<file path="src/rtl/input_sequencer_if.sv">
// Datapath-facing link of the input sequencer: sample handshake, sample
// payload, position tags and the datapath's completion strobe.
interface input_sequencer_if #(
  parameter int DWIDTH = 32,
  parameter int AW     = 4,
  parameter int EW     = 16
) ();
  logic                     out_valid;
  logic                     out_ready;
  logic signed [DWIDTH-1:0] A;
  logic signed [DWIDTH-1:0] B;
  logic signed [DWIDTH-1:0] target;
  logic        [AW-1:0]     sample_idx;
  logic        [EW-1:0]     epoch_idx;
  logic                     net_done;

  // sequencer side
  modport master (
    output out_valid, A, B, target, sample_idx, epoch_idx,
    input  out_ready, net_done
  );

  // datapath side
  modport slave (
    input  out_valid, A, B, target, sample_idx, epoch_idx,
    output out_ready, net_done
  );
endinterface

</file>
<file path="src/rtl/input_sequencer.sv">
// input_sequencer: holds a small buffer of training samples (A, B, target)
// and issues them one at a time to the datapath, waiting for net_done
// after each transfer, for a programmed number of samples and epochs.
// Optional feature macro: INPUT_SEQ_PINGPONG_EN -- odd epochs walk the
// buffer from ns-1 down to 0 instead of 0 up to ns-1.
module input_sequencer #(
  parameter int DWIDTH = 32,
  parameter int frac   = 24,
  parameter int NSAMP  = 16,
  parameter int AW     = 4,
  parameter int EW     = 16
) (
  input  logic                     clk,
  input  logic                     rst,
  input  logic                     wr_en,
  input  logic        [AW-1:0]     wr_addr,
  input  logic signed [DWIDTH-1:0] wr_a,
  input  logic signed [DWIDTH-1:0] wr_b,
  input  logic signed [DWIDTH-1:0] wr_t,
  input  logic        [AW:0]       num_samples,
  input  logic        [EW-1:0]     num_epochs,
  input  logic                     start,
  output logic                     busy,
  output logic                     done,
  input_sequencer_if.master        dp
);

  // frac only describes the fixed-point format downstream; data is passed
  // through untouched, so just reject nonsensical values at elaboration.
  if (frac < 0 || frac >= DWIDTH) begin : g_bad_frac
    $error("input_sequencer: frac must lie in [0, DWIDTH)");
  end

  localparam logic [AW:0] NSAMP_W = (AW+1)'(NSAMP);

  typedef enum logic [2:0] {IDLE, FETCH, ISSUE, WAIT, FINISH} state_t;

  state_t                   state_q, state_d;
  logic                     busy_q, busy_d;
  logic                     done_q, done_d;
  logic                     out_valid_q, out_valid_d;
  logic signed [DWIDTH-1:0] a_q, a_d, b_q, b_d, t_q, t_d;
  logic        [AW-1:0]     sample_idx_q, sample_idx_d;
  logic        [EW-1:0]     epoch_idx_q, epoch_idx_d;
  logic        [AW:0]       ns_q, ns_d;
  logic        [EW-1:0]     ne_q, ne_d;

  logic [3*DWIDTH-1:0] mem [NSAMP];
  logic [3*DWIDTH-1:0] rd_q;

  logic [AW:0] ns_m1;
  logic        rev_cur, rev_nxt, last_s, last_e;

  // traversal direction of the current and of the following epoch
`ifdef INPUT_SEQ_PINGPONG_EN
  assign rev_cur = epoch_idx_q[0];
  assign rev_nxt = ~epoch_idx_q[0];
`else
  assign rev_cur = 1'b0;
  assign rev_nxt = 1'b0;
`endif

  assign ns_m1  = ns_q - (AW+1)'(1);
  assign last_s = rev_cur ? (sample_idx_q == '0) : ({1'b0, sample_idx_q} == ns_m1);
  assign last_e = (epoch_idx_q == ne_q - EW'(1));

  // sample buffer: writes only while idle, synchronous read issued in FETCH;
  // contents survive rst
  always_ff @(posedge clk) begin
    if (wr_en && state_q == IDLE && int'(wr_addr) < NSAMP)
      mem[wr_addr] <= {wr_a, wr_b, wr_t};
    if (state_q == FETCH)
      rd_q <= mem[sample_idx_q];
  end

  // next-state and output logic
  always_comb begin
    state_d      = state_q;
    busy_d       = busy_q;
    done_d       = 1'b0;
    out_valid_d  = out_valid_q;
    a_d          = a_q;
    b_d          = b_q;
    t_d          = t_q;
    sample_idx_d = sample_idx_q;
    epoch_idx_d  = epoch_idx_q;
    ns_d         = ns_q;
    ne_d         = ne_q;
    unique case (state_q)
      IDLE: begin
        // busy still set here means this is the done cycle: drop busy first,
        // so a new start is only taken once busy has fallen
        if (busy_q) begin
          busy_d = 1'b0;
        end else if (start && num_samples != '0 && num_epochs != '0) begin
          ns_d         = (num_samples > NSAMP_W) ? NSAMP_W : num_samples;
          ne_d         = num_epochs;
          sample_idx_d = '0;
          epoch_idx_d  = '0;
          busy_d       = 1'b1;
          state_d      = FETCH;
        end
      end
      FETCH: state_d = ISSUE;
      ISSUE: begin
        // first ISSUE cycle latches read data; then hold until accepted
        if (!out_valid_q) begin
          a_d         = rd_q[3*DWIDTH-1 -: DWIDTH];
          b_d         = rd_q[2*DWIDTH-1 -: DWIDTH];
          t_d         = rd_q[DWIDTH-1:0];
          out_valid_d = 1'b1;
        end else if (dp.out_ready) begin
          out_valid_d = 1'b0;
          state_d     = WAIT;
        end
      end
      WAIT: begin
        if (dp.net_done) begin
          if (!last_s) begin
            sample_idx_d = rev_cur ? sample_idx_q - AW'(1) : sample_idx_q + AW'(1);
            state_d      = FETCH;
          end else if (!last_e) begin
            sample_idx_d = rev_nxt ? ns_m1[AW-1:0] : '0;
            epoch_idx_d  = epoch_idx_q + EW'(1);
            state_d      = FETCH;
          end else begin
            state_d = FINISH;
          end
        end
      end
      FINISH: begin
        done_d  = 1'b1;
        state_d = IDLE;
      end
      default: state_d = IDLE;
    endcase
  end

  // state and output registers
  always_ff @(posedge clk) begin
    if (rst) begin
      state_q      <= IDLE;
      busy_q       <= 1'b0;
      done_q       <= 1'b0;
      out_valid_q  <= 1'b0;
      a_q          <= '0;
      b_q          <= '0;
      t_q          <= '0;
      sample_idx_q <= '0;
      epoch_idx_q  <= '0;
      ns_q         <= '0;
      ne_q         <= '0;
    end else begin
      state_q      <= state_d;
      busy_q       <= busy_d;
      done_q       <= done_d;
      out_valid_q  <= out_valid_d;
      a_q          <= a_d;
      b_q          <= b_d;
      t_q          <= t_d;
      sample_idx_q <= sample_idx_d;
      epoch_idx_q  <= epoch_idx_d;
      ns_q         <= ns_d;
      ne_q         <= ne_d;
    end
  end

  assign busy          = busy_q;
  assign done          = done_q;
  assign dp.out_valid  = out_valid_q;
  assign dp.A          = a_q;
  assign dp.B          = b_q;
  assign dp.target     = t_q;
  assign dp.sample_idx = sample_idx_q;
  assign dp.epoch_idx  = epoch_idx_q;

endmodule

</file>
<file path="src/flat_wrapper.sv">
// flat-port wrapper written by rule: the top's interface ports become plain ports
module input_sequencer_flat 
#(
  parameter int DWIDTH = 32,
  parameter int frac   = 24,
  parameter int NSAMP  = 16,
  parameter int AW     = 4,
  parameter int EW     = 16
)
  (clk, rst, wr_en, wr_addr, wr_a, wr_b, wr_t, num_samples, num_epochs, start, busy, done, dp_out_valid, dp_A, dp_B, dp_target, dp_sample_idx, dp_epoch_idx, dp_out_ready, dp_net_done);
  input_sequencer_if #(.DWIDTH(DWIDTH), .AW(AW), .EW(EW)) dp_i ();
  input  logic clk;
  input  logic rst;
  input  logic wr_en;
  input  logic        [AW-1:0] wr_addr;
  input  logic signed [DWIDTH-1:0] wr_a;
  input  logic signed [DWIDTH-1:0] wr_b;
  input  logic signed [DWIDTH-1:0] wr_t;
  input  logic        [AW:0] num_samples;
  input  logic        [EW-1:0] num_epochs;
  input  logic start;
  output logic busy;
  output logic done;
  output wire logic [$bits(dp_i.out_valid)-1:0] dp_out_valid;
  output wire logic [$bits(dp_i.A)-1:0] dp_A;
  output wire logic [$bits(dp_i.B)-1:0] dp_B;
  output wire logic [$bits(dp_i.target)-1:0] dp_target;
  output wire logic [$bits(dp_i.sample_idx)-1:0] dp_sample_idx;
  output wire logic [$bits(dp_i.epoch_idx)-1:0] dp_epoch_idx;
  input wire logic [$bits(dp_i.out_ready)-1:0] dp_out_ready;
  input wire logic [$bits(dp_i.net_done)-1:0] dp_net_done;
  assign dp_out_valid = dp_i.out_valid;
  assign dp_A = dp_i.A;
  assign dp_B = dp_i.B;
  assign dp_target = dp_i.target;
  assign dp_sample_idx = dp_i.sample_idx;
  assign dp_epoch_idx = dp_i.epoch_idx;
  assign dp_i.out_ready = dp_out_ready;
  assign dp_i.net_done = dp_net_done;
  input_sequencer #(.DWIDTH(DWIDTH), .frac(frac), .NSAMP(NSAMP), .AW(AW), .EW(EW)) u_core (.clk(clk), .rst(rst), .wr_en(wr_en), .wr_addr(wr_addr), .wr_a(wr_a), .wr_b(wr_b), .wr_t(wr_t), .num_samples(num_samples), .num_epochs(num_epochs), .start(start), .busy(busy), .done(done), .dp(dp_i));
endmodule
</file>
<file path="config.mk">
export PLATFORM = sky130hd
export DESIGN_NAME = input_sequencer_flat
export DESIGN_NICKNAME = d
export VERILOG_FILES = /design/src/rtl/input_sequencer_if.sv /design/src/rtl/input_sequencer.sv /design/src/flat_wrapper.sv
export SDC_FILE = /design/constraint.sdc
export NUM_CORES = 1
export LEC_CHECK = 0
export BUFFER_PORTS_ARGS = -buffer_cell sky130_fd_sc_hd__buf_2
export CORE_MARGIN = 2
export CORE_UTILIZATION = 61
export DETAILED_ROUTE_END_ITERATION = 8
export PLACE_DENSITY = 0.87
export SYNTH_ARGS = -nofsm -noshare
export SYNTH_HDL_FRONTEND = slang
export SYNTH_SLANG_ARGS = --single-unit
</file>
<file path="constraint.sdc">
create_clock -name clk -period 10 [get_ports clk]
set_input_delay 0.5 -clock clk [delete_from_list [all_inputs] [get_ports clk]]
set_output_delay 0.5 -clock clk [all_outputs]
set_load 0.05 [all_outputs]
</file>
==> impl_results.html <==
<table>
<tr><th>Metric</th><th>Value</th></tr>
<tr><th colspan="2">Status</th></tr>
<tr><td>Status</td><td>finished, final reports clean</td></tr>
<tr><th colspan="2">Detailed routing</th></tr>
<tr><td>TritonRoute pass-1 iters</td><td>5</td></tr>
<tr><td>Wire per inst</td><td>around 39 um</td></tr>
<tr><td>Vias after detailed routing</td><td>between 30000 and 40000</td></tr>
<tr><td>Final wirelength</td><td>~190000 um</td></tr>
<tr><td>Post-route DRC</td><td>0</td></tr>
<tr><td>Vias per cell</td><td>slightly above 7</td></tr>
<tr><td>DRT iter0 DRCs</td><td>approximately 6000</td></tr>
<tr><td>Number of antenna-violating nets in the routed design</td><td>0</td></tr>
<tr><th colspan="2">Placement</th></tr>
<tr><td>Number of cells after detailed placement</td><td>roughly 4600</td></tr>
<tr><td>Final GP Congestion</td><td>0.9070</td></tr>
<tr><td>Worst setup slack after placement</td><td>roughly 5.6 ns</td></tr>
<tr><td>Count of input and output buffers</td><td>approximately 250</td></tr>
<tr><td>Post-detail-place hpwl</td><td>approximately 86000 um</td></tr>
<tr><th colspan="2">Critical path</th></tr>
<tr><td>Category of the critical setup timing path</td><td>reg -&gt; reg</td></tr>
<tr><td>Critical Path, Cell by Cell</td><td>buf_4 &gt; buf_4 &gt; mux4_2 &gt; mux4_2</td></tr>
<tr><td>Capturing element type of the critical path</td><td>flip-flop</td></tr>
<tr><td>Setup slack of the most critical reg-to-reg path</td><td>around 5.7 ns</td></tr>
<tr><td>Longest individual stage delay on the worst path</td><td>about 0.95 ns</td></tr>
<tr><td>Arrival time at the worst endpoint</td><td>4.82 ns</td></tr>
<tr><td>Worst-path cell with the longest stage delay</td><td>sky130_fd_sc_hd__dfxtp_4</td></tr>
<tr><td>Critical Path Source Type</td><td>flip-flop</td></tr>
<tr><td>Largest fanout on the critical path</td><td>between 40 and 50</td></tr>
<tr><td>Family with the most delay on the worst path</td><td>buffers and inverters</td></tr>
<tr><td>Required arrival time at the worst endpoint</td><td>between 10 and 15 ns</td></tr>
<tr><td>Buf+Inv Stages, Crit Path</td><td>2</td></tr>
<tr><th colspan="2">Timing</th></tr>
<tr><td>Final period util</td><td>0.4332</td></tr>
<tr><td>Worst Slack Setup Final</td><td>between 5 and 6 ns</td></tr>
<tr><td>Number of pins exceeding their max-slew limit in the final report</td><td>0</td></tr>
<tr><td>Final period demand of the worst path</td><td>about 4.3 ns</td></tr>
<tr><td>Headroom to the max-slew limit</td><td>0.2009</td></tr>
<tr><td>Final count of negative-setup-slack endpoints</td><td>0</td></tr>
<tr><td>Setup TNS after final layout</td><td>0 ns</td></tr>
<tr><td>Setup repair after global routing missed its margin</td><td>no</td></tr>
<tr><td>Largest clock skew in the final design</td><td>approximately 0.034 ns</td></tr>
<tr><td>Slew @ Worst Pin</td><td>approximately 1.2 ns</td></tr>
<tr><td>Max Fclk</td><td>230.8 MHz</td></tr>
<tr><td>Number of hold-slack violations in the final timing report</td><td>0</td></tr>
<tr><th colspan="2">Clock network</th></tr>
<tr><td>Post-CTS setup repair buffer count</td><td>0</td></tr>
<tr><td>CTS tree</td><td>yes</td></tr>
<tr><td>CTS Buf Count</td><td>167</td></tr>
<tr><td>Clk Latency, worst-skew pair</td><td>0.78 ns</td></tr>
<tr><td>Resize count post-CTS</td><td>0</td></tr>
<tr><td>Post-CTS clock slew at the launch and capture registers of the worst setup and hold paths</td><td>0.06 ns</td></tr>
<tr><td>Buffer levels on the longest clock path</td><td>3</td></tr>
<tr><td>Clock net sink count</td><td>between 1500 and 2000</td></tr>
<tr><td>H-tree depth reported by CTS</td><td>4</td></tr>
<tr><td>Cell at the root of the clock tree</td><td>sky130_fd_sc_hd__clkbuf_16</td></tr>
<tr><th colspan="2">Synthesis</th></tr>
<tr><td>Synth warnings</td><td>0</td></tr>
<tr><td>Cell type with the highest aggregate area in the netlist</td><td>sky130_fd_sc_hd__edfxtp_1</td></tr>
<tr><td>Mapped Avg Cell Area</td><td>between 20 and 25 um^2</td></tr>
<tr><td>Synthesis-stage register bit count</td><td>between 1500 and 2000</td></tr>
<tr><td>Post-Synthesis Net Count</td><td>about 3100</td></tr>
<tr><td>Portion of synthesized cell area occupied by the leading cell type</td><td>0.7380</td></tr>
<tr><td>Cells taking the most area after synthesis</td><td>sky130_fd_sc_hd__edfxtp_1 (74%), sky130_fd_sc_hd__mux4_2 (16%), sky130_fd_sc_hd__dfxtp_1 (4.3%)</td></tr>
<tr><td>Most used standard cells in the synthesized netlist</td><td>sky130_fd_sc_hd__edfxtp_1 (1632), sky130_fd_sc_hd__mux4_2 (480), sky130_fd_sc_hd__nand2_1 (217)</td></tr>
<tr><td>Number of enable-type register cells in the synthesized netlist</td><td>1632</td></tr>
<tr><td>Post-synthesis instance total</td><td>~3000</td></tr>
<tr><td>Part of the Yosys area used for sequential elements</td><td>0.7811</td></tr>
<tr><td>Share of flip-flops with an asynchronous set or reset</td><td>0</td></tr>
<tr><td>Distinct cell type count of the synthesized netlist</td><td>56</td></tr>
<tr><td>Netlist area before placement</td><td>around 66000 um^2</td></tr>
<tr><td>Primary FF master, synth</td><td>sky130_fd_sc_hd__edfxtp_1</td></tr>
<tr><td>Cell with the most instances after synthesis</td><td>sky130_fd_sc_hd__edfxtp_1</td></tr>
<tr><th colspan="2">Cells and area</th></tr>
<tr><td>Final-stage net count</td><td>3468</td></tr>
<tr><td>Number of fill cells in the layout</td><td>5926</td></tr>
<tr><td>Count of placed standard cells in the final layout, fillers left out</td><td>4926</td></tr>
<tr><td>Relative area change from synthesis to final layout</td><td>13.46%</td></tr>
<tr><td>Fraction of final layout cells sized beyond drive strength 1</td><td>0.3071</td></tr>
<tr><th colspan="2">Global routing</th></tr>
<tr><td>Total GRT Usage</td><td>0.3364</td></tr>
<tr><td>Antenna violations before repair</td><td>36</td></tr>
<tr><td>First-pass GRT wire length</td><td>between 200000 and 300000 um</td></tr>
<tr><td>Global route total overflow</td><td>0</td></tr>
<tr><td>Via count of the first global-routing pass</td><td>about 36000</td></tr>
<tr><td>Largest net degree at the start of global routing</td><td>146</td></tr>
<tr><th colspan="2">Job</th></tr>
<tr><td>Max-cap check violation count</td><td>0</td></tr>
<tr><th colspan="2">Floorplan</th></tr>
<tr><td>Initial Util</td><td>0.6126</td></tr>
<tr><td>Chip height</td><td>between 300 and 400 um</td></tr>
<tr><td>Die Outline Area</td><td>~110000 um^2</td></tr>
<tr><td>Num ports</td><td>246</td></tr>
<tr><td>Site Rows</td><td>around 120</td></tr>
<tr><td>Die span in x</td><td>333.9 um</td></tr>
<tr><td>Floorplan Core Area</td><td>108400 um^2</td></tr>
<tr><th colspan="2">Power and ir drop</th></tr>
<tr><td>Leakage power total</td><td>around 24 nW</td></tr>
<tr><td>Total chip power</td><td>~0.016 W</td></tr>
<tr><td>Pwr per Cell Area</td><td>between 200 and 250 nW/um^2</td></tr>
<tr><td>VDD IR max</td><td>about 0.00019 V</td></tr>
<tr><th colspan="2">Worst hold path</th></tr>
<tr><td>Hold crit path type</td><td>in -&gt; reg</td></tr>
</table>
-- kinds of logic (layout without fill, tap and decap cells) --
family,count (synthesis),in the layout,synth area share
AOI/OAI and AO/OA,173,173,0.01487
adders and majority gates,4,4,0.0007537
DFF,1775,1775,0.7811
xor gates and xnor gates,22,22,0.002902
muxes,501,501,0.1660
other,0,31,0
and+or+nand+nor,366,366,0.02463
buffers and inverters,167,640,0.009797
-- sequential cells by signal, indices dropped and copies added, names as in the netlist --
signal	count
u_core.dp.target	32
u_core.dp.out_valid	1
u_core.state_q	3
u_core.ne_q	16
u_core.mem	1536
u_core.ns_q	5
u_core.dp.epoch_idx	16
u_core.busy	1
u_core.rd_q	96
u_core.dp.A	32
u_core.dp.sample_idx	4
u_core.done	1
u_core.dp.B	32
-- placed cells by master (no fill, tap or decap), drive strengths merged, types with 13 or more instances in the layout --
cell type / instances
edfxtp: 1632
mux4: 480
buf: 300
nand2: 217
clkbuf: 210
dfxtp: 143
a21oi: 120
clkinv: 65
nor2: 51
diode: 31
mux2i: 20
bufinv: 20
o21ai: 20
inv: 20
nor3: 18
dlygate4sd3: 17
or3: 13
xnor2: 13
-- stage by stage --
step / utilization / instance area (um^2) / hold WS, ns
after floorplan: - / 66410 / 0.4713
after global placement: 0.6403 / 69410 / 0.4389
after detailed placement: 0.6403 / 69410 / 0.4460
after CTS: 0.6943 / 75270 / 0.03871
after global routing: 0.6948 / 75320 / 0.09009
final: 0.6951 / 75340 / 0.08780
-- power by group --
group / leakage, nW / switching [W] / internal, W
registers: 15.9 / 0.0000950 / 0.00825
clock network: 2.77 / 0.00297 / 0.00376
logic: 4.96 / 0.000676 / 0.000438
total: 23.6 / 0.00374 / 0.0125
-- final cells by class --
class | instances | area, um^2 | share of cell area
well taps | 1414 | 1769 | 0.02348
inverters | 10 | 37.54 | 0.0004982
multi-input cells | 1066 | 14010 | 0.1860
repair buffers | 317 | 1874 | 0.02488
clock inverters | 103 | 1164 | 0.01544
diodes | 31 | 77.57 | 0.001030
flip-flops and latches | 1775 | 51880 | 0.6886
clock buffers | 210 | 4524 | 0.06005
-- path summary, 6_finish.rpt --
kind,start,endpoint,cells after the start
max,u_core.dp.sample_idx[0],u_core.rd_q[83],4
min reg2reg,u_core.dp.A[22],u_core.dp.A[22],2
min,num_samples[4],u_core.ns_q[4],3
max reg2reg,u_core.dp.sample_idx[0],u_core.rd_q[83],4
-- layer usage --
metal  vias up  GRT usage  wire (um)  part of all wire
li1      13240          -          -                 -
met1     18390     0.4418      62840              0.33
met2      3554     0.5434      94080              0.50
met3       604    0.08013      23000              0.12
met4        20     0.1531       9600             0.051
met5         -          0        140           0.00074
-- repair_timing --
action,4_1_cts,5_1_grt
setup endpoints to repair,0,0
hold endpoints to repair,17,0
hold buffers,17,0
-- worst register-to-register path, cell delays in order (launching register included) --
cell                      delay [ns]
sky130_fd_sc_hd__dfxtp_4        0.95
sky130_fd_sc_hd__buf_4          0.95
sky130_fd_sc_hd__buf_4          0.90
sky130_fd_sc_hd__mux4_2         0.71
sky130_fd_sc_hd__mux4_2         0.53
No activity file was read; power rests on OpenSTA's default activity.
